`config.mk`:
```
export PLATFORM = sky130hd
export DESIGN_NAME = seg7_scan_ctrl
export DESIGN_NICKNAME = d
export VERILOG_FILES = /design/src/rtl/seg7_pkg.sv /design/src/rtl/seg7_hex_decode.sv /design/src/rtl/seg7_scan_ctrl.sv
export SDC_FILE = /design/constraint.sdc
export NUM_CORES = 1
export LEC_CHECK = 0
export CORE_ASPECT_RATIO = 0.6
export CORE_MARGIN = 8
export CORE_UTILIZATION = 45
export DETAILED_ROUTE_END_ITERATION = 8
export PLACE_DENSITY = 0.69
export SETUP_SLACK_MARGIN = 0.3
export SLEW_MARGIN = 20
export SYNTH_ARGS = -nofsm -noshare
export SYNTH_HDL_FRONTEND = slang
export SYNTH_SLANG_ARGS = --single-unit
```
`constraint.sdc`:
```
create_clock -name clk -period 10.6 [get_ports clk]
set_input_delay 1.59 -clock clk [delete_from_list [all_inputs] [get_ports clk]]
set_output_delay 1.59 -clock clk [all_outputs]
set_load 0.02 [all_outputs]
```
`src/rtl/seg7_pkg.sv`:
```
// Shared definitions for the 7-segment scan controller: segment bit order,
// the dark-segment constant and the scan FSM state encoding.
package seg7_pkg;

  // Bit position of each segment inside the {a,b,c,d,e,f,g} vector.
  localparam int SEG_A = 6;
  localparam int SEG_B = 5;
  localparam int SEG_C = 4;
  localparam int SEG_D = 3;
  localparam int SEG_E = 2;
  localparam int SEG_F = 1;
  localparam int SEG_G = 0;

  localparam logic [6:0] SEG_OFF = 7'h7F;

  typedef enum logic [1:0] {
    ST_OFF   = 2'd0,
    ST_BLANK = 2'd1,
    ST_DRIVE = 2'd2
  } scan_state_e;

endpackage

```
`src/rtl/seg7_hex_decode.sv`:
```
// Combinational hex-to-segment decoder, active-low output in {a..g} order.
// One instance is shared by all digits of the scan controller.
module seg7_hex_decode
  import seg7_pkg::*;
(
  input  logic [3:0] i_hex,
  output logic [6:0] o_seg_n
);

  localparam logic [6:0] SA = 7'b1 << SEG_A;
  localparam logic [6:0] SB = 7'b1 << SEG_B;
  localparam logic [6:0] SC = 7'b1 << SEG_C;
  localparam logic [6:0] SD = 7'b1 << SEG_D;
  localparam logic [6:0] SE = 7'b1 << SEG_E;
  localparam logic [6:0] SF = 7'b1 << SEG_F;
  localparam logic [6:0] SG = 7'b1 << SEG_G;

  logic [6:0] w_lit;

  always_comb begin
    w_lit = '0;
    unique case (i_hex)
      4'h0: w_lit = SA | SB | SC | SD | SE | SF;
      4'h1: w_lit = SB | SC;
      4'h2: w_lit = SA | SB | SD | SE | SG;
      4'h3: w_lit = SA | SB | SC | SD | SG;
      4'h4: w_lit = SB | SC | SF | SG;
      4'h5: w_lit = SA | SC | SD | SF | SG;
      4'h6: w_lit = SA | SC | SD | SE | SF | SG;
      4'h7: w_lit = SA | SB | SC;
      4'h8: w_lit = SA | SB | SC | SD | SE | SF | SG;
      4'h9: w_lit = SA | SB | SC | SD | SF | SG;
      4'hA: w_lit = SA | SB | SC | SE | SF | SG;
      4'hB: w_lit = SC | SD | SE | SF | SG;
      4'hC: w_lit = SA | SD | SE | SF;
      4'hD: w_lit = SB | SC | SD | SE | SG;
      4'hE: w_lit = SA | SD | SE | SF | SG;
      4'hF: w_lit = SA | SE | SF | SG;
      default: w_lit = '0;
    endcase
  end

  assign o_seg_n = ~w_lit;

endmodule

```
`src/rtl/seg7_scan_ctrl.sv`:
```
// Frame-synchronous scan controller for a common-anode multi-digit display.
// Optional leading-zero blanking is enabled by SEG7_LEADING_ZERO_BLANK_EN.
//
//   state    | meaning
//   ST_OFF   | scan disabled, display dark, counters held at 0
//   ST_BLANK | first cycle of a slot, anodes off, segments loaded
//   ST_DRIVE | rest of the slot, anode idx driven, segments held
module seg7_scan_ctrl
  import seg7_pkg::*;
#(
  parameter int NUM_DIGITS = 4,
  parameter int TICK_DIV   = 50000
) (
  input  logic                    clk,
  input  logic                    rst_n,
  input  logic                    en,
  input  logic                    wr_valid,
  output logic                    wr_ready,
  input  logic [4*NUM_DIGITS-1:0] wr_value,
  input  logic [NUM_DIGITS-1:0]   dp_mask,
  output logic [NUM_DIGITS-1:0]   an_n,
  output logic [6:0]              seg_n,
  output logic                    dp_n,
  output logic                    frame_done
);

  localparam int IDX_W = (NUM_DIGITS > 1) ? $clog2(NUM_DIGITS) : 1;
  localparam int CNT_W = $clog2(TICK_DIV);
  localparam logic [CNT_W-1:0]      CNT_LAST = CNT_W'(TICK_DIV - 1);
  localparam logic [IDX_W-1:0]      IDX_LAST = IDX_W'(NUM_DIGITS - 1);
  localparam logic [NUM_DIGITS-1:0] AN_ONE   = NUM_DIGITS'(1);

  scan_state_e             r_state, w_state_nxt;
  logic [CNT_W-1:0]        r_cnt, w_cnt_nxt;
  logic [IDX_W-1:0]        r_idx, w_idx_nxt;
  logic [4*NUM_DIGITS-1:0] r_disp, r_pend, w_disp_nxt;
  logic                    r_pend_v;
  logic [NUM_DIGITS-1:0]   r_an;
  logic [6:0]              r_seg;
  logic                    r_dp;
  logic                    r_frame_done;

  logic       w_frame_end, w_apply, w_accept, w_blank_lz;
  logic [3:0] w_nibble;
  logic [6:0] w_glyph;

  always_comb begin
    w_state_nxt = r_state;
    w_cnt_nxt   = r_cnt;
    w_idx_nxt   = r_idx;
    if (!en) begin
      w_state_nxt = ST_OFF;
      w_cnt_nxt   = '0;
      w_idx_nxt   = '0;
    end else begin
      unique case (r_state)
        ST_OFF: begin
          w_state_nxt = ST_BLANK;
          w_cnt_nxt   = '0;
          w_idx_nxt   = '0;
        end
        ST_BLANK: begin
          w_state_nxt = ST_DRIVE;
          w_cnt_nxt   = r_cnt + 1'b1;
        end
        ST_DRIVE: begin
          if (r_cnt == CNT_LAST) begin
            w_state_nxt = ST_BLANK;
            w_cnt_nxt   = '0;
            w_idx_nxt   = (r_idx == IDX_LAST) ? '0 : r_idx + 1'b1;
          end else begin
            w_cnt_nxt = r_cnt + 1'b1;
          end
        end
        default: begin
          w_state_nxt = ST_OFF;
          w_cnt_nxt   = '0;
          w_idx_nxt   = '0;
        end
      endcase
    end
  end

  // A pending value lands at a frame edge, or at once when nothing is being scanned.
  assign w_frame_end = (r_state == ST_DRIVE) && (r_cnt == CNT_LAST) && (r_idx == IDX_LAST);
  assign w_apply     = r_pend_v && ((r_state == ST_OFF) || w_frame_end);
  assign w_accept    = wr_valid && !r_pend_v;
  assign w_disp_nxt  = w_apply ? r_pend : r_disp;
  assign w_nibble    = w_disp_nxt[{w_idx_nxt, 2'b00} +: 4];

  seg7_hex_decode u_dec (
    .i_hex   (w_nibble),
    .o_seg_n (w_glyph)
  );

`ifdef SEG7_LEADING_ZERO_BLANK_EN
  always_comb begin
    w_blank_lz = (w_idx_nxt != '0);
    for (int k = 0; k < NUM_DIGITS; k++) begin
      if ((k >= int'(w_idx_nxt)) && (w_disp_nxt[4*k +: 4] != 4'h0)) w_blank_lz = 1'b0;
    end
  end
`else
  assign w_blank_lz = 1'b0;
`endif

  always_ff @(posedge clk or negedge rst_n) begin
    if (!rst_n) begin
      r_state  <= ST_OFF;
      r_cnt    <= '0;
      r_idx    <= '0;
      r_disp   <= '0;
      r_pend   <= '0;
      r_pend_v <= 1'b0;
    end else begin
      r_state <= w_state_nxt;
      r_cnt   <= w_cnt_nxt;
      r_idx   <= w_idx_nxt;
      if (w_apply) begin
        r_disp   <= r_pend;
        r_pend_v <= 1'b0;
      end
      if (w_accept) begin
        r_pend   <= wr_value;
        r_pend_v <= 1'b1;
      end
    end
  end

  // Outputs are registered from the next state so they line up with the state they describe.
  always_ff @(posedge clk or negedge rst_n) begin
    if (!rst_n) begin
      r_an         <= '1;
      r_seg        <= SEG_OFF;
      r_dp         <= 1'b1;
      r_frame_done <= 1'b0;
    end else begin
      r_frame_done <= (w_state_nxt == ST_DRIVE) && (w_cnt_nxt == CNT_LAST) &&
                      (w_idx_nxt == IDX_LAST);
      unique case (w_state_nxt)
        ST_BLANK: begin
          r_an  <= '1;
          r_seg <= w_blank_lz ? SEG_OFF : w_glyph;
          r_dp  <= ~dp_mask[w_idx_nxt];
        end
        ST_DRIVE: r_an <= ~(AN_ONE << w_idx_nxt);
        default: begin
          r_an  <= '1;
          r_seg <= SEG_OFF;
          r_dp  <= 1'b1;
        end
      endcase
    end
  end

  assign wr_ready   = !r_pend_v;
  assign an_n       = r_an;
  assign seg_n      = r_seg;
  assign dp_n       = r_dp;
  assign frame_done = r_frame_done;

endmodule

```
==> flow_summary.ini <==
[critical_path]
start_kind = flop
crit_start = r_cnt[12]$_DFF_PN0_
cp-end-kind = flop
timing.reg2reg.setup_slack_ns = 6.04
crit_fanout = 16
crit_end = seg_n[0]$_DFFE_PN1P_
reg2regPathDepth = 11
r2r-start = r_cnt[12]$_DFF_PN0_
worstPathRequired_ns = 10.85
cp.arrival_ns = 4.81
reg2reg_to = seg_n[0]$_DFFE_PN1P_
crit_type = flop to flop

[place]
port_buffers = 37
hpwl_mm = 4.98
place.gp.congestion = 0.888
dpl_cell_area_um2 = 3780

[floorplan]
io_pins = 38
die-area_um2 = 10500
die_w_um = 127
initial_core_util = 0.462
core_um2 = 7210
std_cell_rows = 24
die_h_um = 82.6

[drt]
via_per_inst = 5.38
num_vias = 2269
first_pass_iters = 4
drc = 0
wl_per_cell_um = 16.4
final_antenna_net_count = 0
drtIter0Drc = 158
drt-total-wl_mm = 6.91

[power]
ir_drop_mv = 0.101
p_per_area_nw_per_um2 = 221
leakage_nw = 1.68

[final_layout]
synthToLayoutAreaGrowth_pct = 21.8
fin_area_um2 = 4060
antenna_cells = 0
n_fill_cell = 602
layout.nets = 362
drive_gt1_frac = 0.260

[logic_synthesis]
syn_nets = 320
syn_avg_cell_area_um2 = 11.7
synth_top_area_cell = dfrtp_1
synth_cell_type_count = 55
synth_edf_count = 0
synthCells = 284
synth_warnings = 0
synth.area.top_cells = dfrtp_1, mux2_2, dfstp_2
synth_most_common_cell = dfrtp_1
async_reset_ff_frac = 1.00
synth.cell_area_um2 = 3330
synth_seq_cells = 66
synth_top_area_frac = 0.406
synth_common_cells = dfrtp_1, nor2_1, mux2_2
yosysSeqAreaShare = 0.501
synthFlopType = dfrtp_1

[sta]
finalMaxSlewViolations = 0
rsz0062_at_grt = false
tns_ns = 0
slew_headroom = 0.458
worst_pin_slew_ns = 0.813
finClkSkew_ns = 0.00832
fin_crit_sh = 0.431
hold_viol = 0
final.min_clock_period_ns = 4.56
fmax_mhz = 219
setup_viol = 0

[global_routing]
overflow = 0
grt_max_degree = 67
grt_usage = 0.143
grt_pass1_wl_mm = 11.7
antenna_found_initial = 0
grt_pass1_vias = 2285

[run]
drv_cap = 0

[clocking]
cts_buffers = 9
cts_hold_buffers = 0
cts_resized = 0
cts_sinks = 66
clockRootBuffer = clkbuf_16
cts_buffer_depth = 2
cts-htree-levels = 3
clk_pin_slew_ns = 0.06
clk_latency_ns = 0.33
cts_setup_buffers = 0
cts_tree = yes

[outcome]
status = finished, final reports clean

[worst_hold_path]
hp-class = flop to flop
-- report_power, final --
part	leakage (nW)	switching, mW	total (mW)	internal (mW)
combinational	0.730	0.143	0.279	0.136
sequential	0.805	0.0247	0.345	0.320
clock	0.143	0.109	0.273	0.165
-- cell families (layout without fill, tap and decap cells) --
logic type / count (synthesis) / in the layout / share of synthesized area
muxes: 39 / 39 / 0.130
buffers and inverters: 19 / 66 / 0.0267
adders and majority gates: 12 / 12 / 0.0451
xor gates and xnor gates: 15 / 15 / 0.0395
and+or+nand+nor: 96 / 96 / 0.146
AOI/OAI and AO/OA: 37 / 37 / 0.112
DFF: 66 / 66 / 0.501
-- layer usage --
metal | share of wire | up-vias | track usage
li1 | - | 1094 | -
met1 | 0.52 | 1100 | 0.213
met2 | 0.40 | 67 | 0.188
met3 | 0.064 | 8 | 0.0436
met4 | 0.013 | 0 | 0.0495
met5 | 0 | - | 0
-- cells in the final DEF (no fill, tap or decap), drive strengths merged, types with 6 or more instances in the layout --
cell type,netlist,layout
xnor2,7,7
mux2,33,33
nor2,40,40
nand2,16,16
dfstp,12,12
inv,11,12
nand3,11,11
and3,8,8
clkdlybuf4s50,0,36
xor2,8,8
mux2i,6,6
dfrtp,54,54
ha,12,12
clkbuf,2,10
-- cell type report --
type                            instances  area, um^2  area share
Clock buffer                           10         239      0.0589
Timing Repair Buffer                   39         380      0.0938
Tap cell                               91         114      0.0281
Inverter                               11        41.3      0.0102
Clock inverter                          6        41.3      0.0102
Multi-Input combinational cell        199        1570       0.388
Sequential cell                        66        1670       0.411
-- critical path, cell delays in order, from the launching register on --
cell,delay (ns)
dfrtp_1,0.41
or4bb_4,0.58
nor4_1,0.65
a22o_1,0.74
mux2_2,0.43
a222oi_1,0.35
a21boi_2,0.38
inv_1,0.15
ha_1,0.24
mux2i_1,0.15
nor2_1,0.06
o32a_1,0.35
-- metrics by stage --
| stage | setup WS (ns) | cells | util | hold slack, ns | power [mW] |
|---|---|---|---|---|---|
| 2_1_floorplan | 6.92 | 284 | - | 0.448 | 0.550 |
| 3_3_place_gp | 6.26 | 406 | 0.524 | 0.476 | 0.622 |
| 3_5_place_dp | 6.06 | 406 | 0.524 | 0.483 | 0.626 |
| 4_1_cts | 6.08 | 422 | 0.563 | 0.490 | 0.906 |
| 5_1_grt | 5.80 | 422 | 0.563 | 0.518 | 0.951 |
| 6_report | 6.04 | 422 | 0.563 | 0.492 | 0.898 |
-- sequential cells by signal (all words and copies together), names as in the netlist --
signal      count
r_pend_v        1
r_cnt          16
dp_n            1
an_n            4
seg_n           7
r_disp         16
frame_done      1
r_state         2
r_idx           2
r_pend         16
-- how the worst min path moves through the flow --
stage | startpoint | endpoint | cells after the start
3_5_place_dp | r_cnt[0]$_DFF_PN0_ | r_cnt[0]$_DFF_PN0_ | 1
5_1_grt | r_disp[13]$_DFF_PN0_ | r_disp[13]$_DFF_PN0_ | 1
3_3_place_gp | r_cnt[0]$_DFF_PN0_ | r_cnt[0]$_DFF_PN0_ | 1
4_1_cts | r_cnt[0]$_DFF_PN0_ | r_cnt[0]$_DFF_PN0_ | 1
6_report | r_cnt[0]$_DFF_PN0_ | r_cnt[0]$_DFF_PN0_ | 1
2_1_floorplan | r_cnt[0]$_DFF_PN0_ | r_cnt[0]$_DFF_PN0_ | 1
Note: power is estimated with default switching activity, not from simulation.
